File: config.mk
export PLATFORM = sky130hd
export DESIGN_NAME = fib_wb_initiator
export DESIGN_NICKNAME = d
export VERILOG_FILES = /design/src/rtl/fib_wb_pkg.sv /design/src/rtl/fib_wb_xfer.sv /design/src/rtl/fib_wb_initiator.sv
export SDC_FILE = /design/constraint.sdc
export NUM_CORES = 1
export LEC_CHECK = 0
export CORE_AREA = 2 2 97 99
export CTS_CLUSTER_SIZE = 12
export DETAILED_ROUTE_END_ITERATION = 6
export DIE_AREA = 0 0 99 101
export PLACE_DENSITY = 0.74
export RECOVER_POWER = 100
export SLEW_MARGIN = 0
export SYNTH_ARGS = -nofsm -noshare
export SYNTH_HDL_FRONTEND = slang
export SYNTH_SLANG_ARGS = --single-unit
File: constraint.sdc
create_clock -name wb_clk_i -period 2.6 [get_ports wb_clk_i]
set_input_delay 0.26 -clock wb_clk_i [delete_from_list [all_inputs] [get_ports wb_clk_i]]
set_output_delay 0.26 -clock wb_clk_i [all_outputs]
set_load 0.05 [all_outputs]
File: src/rtl/fib_wb_pkg.sv
// rtl/fib_wb_pkg.sv - shared state encoding and register map for the Fibonacci Wishbone initiator
package fib_wb_pkg;

   typedef enum logic [2:0] {
      ST_IDLE,
      ST_WR_START,
      ST_WR_CLR,
      ST_POLL,
      ST_RD_RES,
      ST_RESP
   } fib_state_t;

   localparam logic [31:0] CTRL_OFS   = 32'h0;
   localparam logic [31:0] STATUS_OFS = 32'h4;
   localparam logic [31:0] RESULT_OFS = 32'h8;

   localparam int CTRL_ST_BIT     = 8;
   localparam int STATUS_DONE_BIT = 0;

   function automatic logic [31:0] ctrl_word(input logic [7:0] n, input logic st);
      logic [31:0] w;
      w = {24'h0, n};
      w[CTRL_ST_BIT] = st;
      return w;
   endfunction

endpackage

File: src/rtl/fib_wb_xfer.sv
// rtl/fib_wb_xfer.sv - single Wishbone classic transfer engine with ack timeout
module fib_wb_xfer #(
   parameter int ACK_TIMEOUT = 16
) (
   input  logic        clk,
   input  logic        rst_n,
   input  logic        req,
   input  logic        we,
   input  logic [31:0] adr,
   input  logic [31:0] wdat,
   output logic        done,
   output logic        timeout,
   output logic [31:0] rdat,
   output logic        wbm_cyc_o,
   output logic        wbm_stb_o,
   output logic        wbm_we_o,
   output logic [3:0]  wbm_sel_o,
   output logic [31:0] wbm_adr_o,
   output logic [31:0] wbm_dat_o,
   input  logic [31:0] wbm_dat_i,
   input  logic        wbm_ack_i
);

   localparam int TW = $clog2(ACK_TIMEOUT + 1);
   localparam logic [TW-1:0] TO_LAST = TW'(ACK_TIMEOUT - 1);

   logic [TW-1:0] wait_cnt;

   // An ack is only meaningful while stb is up, so a late ack after a timeout is dropped here.
   assign done    = wbm_stb_o & wbm_ack_i;
   assign timeout = wbm_stb_o & ~wbm_ack_i & (wait_cnt == TO_LAST);
   assign rdat    = wbm_dat_i;

   // Launch only from the idle bus, which guarantees a low cycle between back-to-back requests.
   always_ff @(posedge clk or negedge rst_n) begin
      if (!rst_n) begin
         wbm_cyc_o <= 1'b0;
         wbm_stb_o <= 1'b0;
         wbm_we_o  <= 1'b0;
         wbm_sel_o <= 4'h0;
         wbm_adr_o <= '0;
         wbm_dat_o <= '0;
         wait_cnt  <= '0;
      end else if (!wbm_stb_o) begin
         wait_cnt <= '0;
         if (req) begin
            wbm_cyc_o <= 1'b1;
            wbm_stb_o <= 1'b1;
            wbm_we_o  <= we;
            wbm_sel_o <= 4'hF;
            wbm_adr_o <= adr;
            wbm_dat_o <= we ? wdat : '0;
         end
      end else if (done || timeout) begin
         wbm_cyc_o <= 1'b0;
         wbm_stb_o <= 1'b0;
         wbm_we_o  <= 1'b0;
         wbm_sel_o <= 4'h0;
         wbm_adr_o <= '0;
         wbm_dat_o <= '0;
         wait_cnt  <= '0;
      end else begin
         wait_cnt <= wait_cnt + 1'b1;
      end
   end

endmodule

File: src/rtl/fib_wb_initiator.sv
// rtl/fib_wb_initiator.sv - job-level Wishbone initiator driving the Fibonacci responder
module fib_wb_initiator
   import fib_wb_pkg::*;
#(
   parameter logic [31:0] BASE_ADR    = 32'h3000_0000,
   parameter int          ACK_TIMEOUT = 16,
   parameter int          POLL_MAX    = 1024
) (
   input  logic        wb_clk_i,
   input  logic        wb_rst_ni,
   input  logic        cmd_valid_i,
   output logic        cmd_ready_o,
   input  logic [7:0]  cmd_n_i,
   output logic        rsp_valid_o,
   input  logic        rsp_ready_i,
   output logic [31:0] rsp_fn_o,
   output logic        rsp_err_o,
   output logic        busy_o,
   output logic        wbm_cyc_o,
   output logic        wbm_stb_o,
   output logic        wbm_we_o,
   output logic [3:0]  wbm_sel_o,
   output logic [31:0] wbm_adr_o,
   output logic [31:0] wbm_dat_o,
   input  logic [31:0] wbm_dat_i,
   input  logic        wbm_ack_i
);

   localparam int PW = $clog2(POLL_MAX + 1);
   localparam logic [PW-1:0] POLL_LAST = PW'(POLL_MAX - 1);

   fib_state_t    state;
   logic [7:0]    n_q;
   logic [PW-1:0] poll_cnt;

   logic          xfer_req;
   logic          xfer_we;
   logic [31:0]   xfer_adr;
   logic [31:0]   xfer_wdat;
   logic          xfer_done;
   logic          xfer_timeout;
   logic [31:0]   xfer_rdat;

   assign cmd_ready_o = (state == ST_IDLE);
   assign busy_o      = ~cmd_ready_o;

   // Each bus state holds its request level; the engine ignores it while a transfer is open.
   always_comb begin
      xfer_req  = 1'b1;
      xfer_we   = 1'b0;
      xfer_adr  = BASE_ADR + STATUS_OFS;
      xfer_wdat = '0;
      case (state)
         ST_WR_START: begin
            xfer_we   = 1'b1;
            xfer_adr  = BASE_ADR + CTRL_OFS;
            xfer_wdat = ctrl_word(n_q, 1'b1);
         end
         ST_WR_CLR: begin
            xfer_we   = 1'b1;
            xfer_adr  = BASE_ADR + CTRL_OFS;
            xfer_wdat = ctrl_word(n_q, 1'b0);
         end
         ST_POLL:   xfer_adr = BASE_ADR + STATUS_OFS;
         ST_RD_RES: xfer_adr = BASE_ADR + RESULT_OFS;
         default:   xfer_req = 1'b0;
      endcase
   end

   fib_wb_xfer #(
      .ACK_TIMEOUT(ACK_TIMEOUT)
   ) u_xfer (
      .clk       (wb_clk_i),
      .rst_n     (wb_rst_ni),
      .req       (xfer_req),
      .we        (xfer_we),
      .adr       (xfer_adr),
      .wdat      (xfer_wdat),
      .done      (xfer_done),
      .timeout   (xfer_timeout),
      .rdat      (xfer_rdat),
      .wbm_cyc_o (wbm_cyc_o),
      .wbm_stb_o (wbm_stb_o),
      .wbm_we_o  (wbm_we_o),
      .wbm_sel_o (wbm_sel_o),
      .wbm_adr_o (wbm_adr_o),
      .wbm_dat_o (wbm_dat_o),
      .wbm_dat_i (wbm_dat_i),
      .wbm_ack_i (wbm_ack_i)
   );

   always_ff @(posedge wb_clk_i or negedge wb_rst_ni) begin
      if (!wb_rst_ni) begin
         state       <= ST_IDLE;
         n_q         <= '0;
         poll_cnt    <= '0;
         rsp_valid_o <= 1'b0;
         rsp_err_o   <= 1'b0;
         rsp_fn_o    <= '0;
      end else begin
         case (state)
            ST_IDLE: begin
               if (cmd_valid_i) begin
                  n_q       <= cmd_n_i;
                  poll_cnt  <= '0;
                  rsp_err_o <= 1'b0;
                  rsp_fn_o  <= '0;
                  state     <= ST_WR_START;
               end
            end
            ST_RESP: begin
               if (rsp_ready_i) begin
                  rsp_valid_o <= 1'b0;
                  state       <= ST_IDLE;
               end
            end
            default: begin
               if (xfer_timeout) begin
                  rsp_fn_o    <= '0;
                  rsp_err_o   <= 1'b1;
                  rsp_valid_o <= 1'b1;
                  state       <= ST_RESP;
               end else if (xfer_done) begin
                  case (state)
                     ST_WR_START: state <= ST_WR_CLR;
                     ST_WR_CLR:   state <= ST_POLL;
                     ST_POLL: begin
                        if (xfer_rdat[STATUS_DONE_BIT]) begin
                           state <= ST_RD_RES;
                        end else if (poll_cnt == POLL_LAST) begin
                           rsp_fn_o    <= '0;
                           rsp_err_o   <= 1'b1;
                           rsp_valid_o <= 1'b1;
                           state       <= ST_RESP;
                        end else begin
                           poll_cnt <= poll_cnt + 1'b1;
                        end
                     end
                     ST_RD_RES: begin
                        rsp_fn_o    <= xfer_rdat;
                        rsp_err_o   <= 1'b0;
                        rsp_valid_o <= 1'b1;
                        state       <= ST_RESP;
                     end
                     default: state <= ST_IDLE;
                  endcase
               end
            end
         endcase
      end
   end

endmodule

==> implementation parameters <==
Parameter                              Value

Job
  Maximum capacitance violations    0

Clock tree
  Insertion delay to the later sink of the worst-skew pair    roughly 330 ps
  Root buffer cell    clkbuf_8
  Clock tree buffer depth    2
  Clock transition time at the flip-flop clock pins of the worst setup and hold paths    80 ps
  Total CTS buffers    9
  Maximum level of the CTS H-tree    3
  Resize count post-CTS    0
  Clock tree from TritonCTS    yes
  Sinks on Clock Net    75

Synth
  Number of flops mapped to enable cells by yosys    0
  Cell area after synthesis    between 3000 and 4000 µm²
  Avg Inst Size Synth    around 11 µm²
  Share of the yosys chip area belonging to registers    0.5032
  Synthesized netlist cell count    339
  Share of synthesized registers carrying an async set or reset    1.000
  Library cell with the highest instance count after synthesis    dfrtp_1
  Share of Yosys cell area claimed by the top area cell type    0.5032
  Most instantiated flip-flop cell in the synthesis netlist    dfrtp_1
  Top cells by area, synth    dfrtp_1 50%, buf_4 11%, a22o_1 9.2%
  Leading cell types by count after synthesis    75 x dfrtp_1, 57 x buf_4, 39 x a22o_1
  Cell variety after synth    between 60 and 70
  Cell type with the largest total area after synthesis    dfrtp_1
  Count of synthesis-stage warnings from yosys    0
  Number of synthesized register bits    75

Critical path
  Worst-case register-to-register setup slack    ~190 ps
  Launch point of the worst path    poll_cnt[0]
  Critical setup path kind    flop to flop
  CP arrival    about 2600 ps
  Kind of start point of the critical path    flop
  Type of element capturing the critical path    flop
  CP max FO    32
  Critical register-to-register path startpoint    poll_cnt[0]
  Critical-path cell list    ha_1 > nand3_2 > or4_1 > a211o_2 > a22o_2
  CP Data Required Time    2830 ps
  Slowest stage delay, CP    680 ps
  Critical Path Slowest Stage Cell    or4_1

STA
  Maximum achievable frequency    between 400 and 500 MHz
  Tightest slew margin relative to the limit    0.1914
  Max Clock Skew    5.516 ps
  Final Max Tran Viols    0
  Fin worst setup slack    roughly 190 ps
  Final count of hold timing violations    0
  Setup repair after global routing missed its margin    false
  Slew @ Worst Pin    between 1000 and 1500 ps
  Setup total negative slack    0 ps
  Shortest period the worst path allows    roughly 2400 ps
  Tcrit/Tclk final    0.9274
  Setup-violating endpoint count in the final report    0

Placed design
  Post-detailed-placement half-perimeter wirelength    roughly 6000 µm
  Placed cells    534
  Last weighted congestion value of the routability-driven placer    0.8930
  IO buf count    100
  Place WS    194.6 ps

Final layout
  Fill count    between 700 and 800
  Antenna Diode Count    0
  Share of layout cells above drive strength 1    0.1023
  Final Net Count    roughly 480
  Filler-free cell count of the finished design    about 550
  Layout Area Growth over Synthesis    29.02%

Route
  Vias/cell    5.083
  Post-detailed-route count of antenna-violating nets    0
  Per-cell routed wire length    14.86 µm
  Number of detailed-routing iterations run before antenna repair    4
  Detailed Route WL    8188 µm
  Number of vias after detailed routing    between 2,000 and 3,000
  DRC marker count from the first detailed-route iteration    103
  Number of design rule violations left after detail routing    0

Power and ir drop
  Maximum resistive drop on vdd    approximately 0.00055 V
  Power density normalized to cell area    ~1100 nW/µm²
  Leakage power    approximately 2.3 nW

GRT
  M3 GR Usage    0.02705
  Antenna violations before repair    0
  Pin count of the biggest net entering global routing    between 50 and 60
  Number of global-route vias before repair    ~2,600
  Total global routing overflow    0
  Total routing usage reported by global routing    0.1601
  Met2 Resource Use GR    0.2547
  Met1 Track Usage GR    0.2139
  Wire length of the first global-routing pass    between 10,000 and 15,000 µm
  Global routing's busiest layer    met2

Floorplanning
  Starting density of the core    0.4155
  Site row count    35
  Die height    101 µm
  Width of the die    roughly 99 µm
  Core Area    roughly 9000 µm²
  Top-level port count    ~150
  Die ar.    roughly 10000 µm²

Min path
  Path type of the worst min-delay path    flop to flop
  Worst hold start    u_xfer.wbm_we_o

Status
  Status    finished, final reports clean
-- timing repair --
| item | CTS | global route |
|---|---|---|
| endpoints found under the hold margin | 22 | 0 |
| hold buffers | 1 | 0 |
| setup buffers | 0 | 0 |
-- where the power goes --
part           total (mW)  switching [mW]  leakage (nW)  internal (mW)
logic                2.76            1.87          1.22          0.892
clock network       0.979           0.411         0.111          0.568
registers            1.73           0.246          1.00           1.48
-- routing by layer --
metal,vias to the layer above,share of wire
met4,0,0.030
met1,1353,0.41
met3,17,0.052
li1,1309,-
met2,122,0.50
met5,-,0
-- logic make-up (layout without fill, tap and decap cells) --
group,Yosys count,in the layout,synth area share
muxes,15,15,0.04361
AOI/OAI and AO/OA,85,85,0.1778
xor gates and xnor gates,3,3,0.007046
DFF,75,75,0.5032
adders and majority gates,4,4,0.01275
buffers and inverters,80,131,0.1456
and+or+nand+nor,76,76,0.1090
other,1,51,0.001005
-- final cells by class --
type | instances | area (µm²) | share of cell area
sequential | 75 | 1877 | 0.3900
multi-input combinational | 234 | 1495 | 0.3107
timing repair buffer | 111 | 1066 | 0.2215
clock buffer | 12 | 145.1 | 0.03016
tap | 111 | 138.9 | 0.02886
clock inverter | 4 | 73.82 | 0.01534
inverter | 4 | 16.27 | 0.003380
-- final timing paths --
path / depth (start not counted) / end
setup / recovery: 5 / rsp_fn_o[30]
hold / removal: 1 / u_xfer.wbm_we_o
setup reg to reg: 5 / rsp_fn_o[30]
hold reg to reg: 1 / u_xfer.wbm_we_o
max in group asynchronous: 3 / poll_cnt[10]
min in group asynchronous: 2 / rsp_fn_o[27]
-- through the flow --
stage                 util  instance area [µm²]  hold slack (ps)  power (mW)
floorplan                -                 3919           -35.59       3.918
global placement    0.5133                 4608            270.6       4.595
detailed placement  0.5133                 4608            273.9       4.644
CTS                 0.5388                 4837            435.9       5.643
global route        0.5360                 4812            506.9       5.774
finish              0.5360                 4812            470.9       5.471
-- cell usage in the layout (no fill, tap or decap), types with 3 or more instances in the layout --
cell type | synthesis | layout
nor2_1 | 15 | 16
nand3_1 | 8 | 8
nand2_1 | 19 | 19
a22o_1 | 39 | 39
nand2b_1 | 3 | 3
a21o_1 | 3 | 3
and3_1 | 3 | 3
dlygate4sd3_1 | 0 | 55
nor3_1 | 6 | 6
a21oi_1 | 10 | 10
mux2i_1 | 5 | 5
o21ai_0 | 6 | 7
conb_1 | 1 | 51
clkdlybuf4s50_1 | 0 | 43
mux2_2 | 10 | 10
nor4_1 | 5 | 5
inv_1 | 3 | 3
dfrtp_1 | 75 | 75
clkbuf_1 | 9 | 4
clkbuf_8 | 0 | 10
buf_4 | 57 | 8
ha_1 | 3 | 3
-- flip-flops by register name, summed over array words and instances, names as in the netlist --
name,flops
rsp_valid_o,1
u_xfer.wbm_adr_o,2
n_q,8
rsp_err_o,1
rsp_fn_o,32
poll_cnt,11
u_xfer.wbm_we_o,1
u_xfer.wbm_dat_o,9
u_xfer.wait_cnt,5
u_xfer.wbm_stb_o,1
state,3
u_xfer.wbm_sel_o,1
-- worst max-delay path: cells and delay by family, from the launching register on --
kind	cells	cell delay [ps]
AO/OA/AOI/OAI	2	880
AND/OR/NAND/NOR	2	820
flip-flops	1	400
adder cells (fa/ha/maj)	1	200
Power figures use the tool's default switching activity.
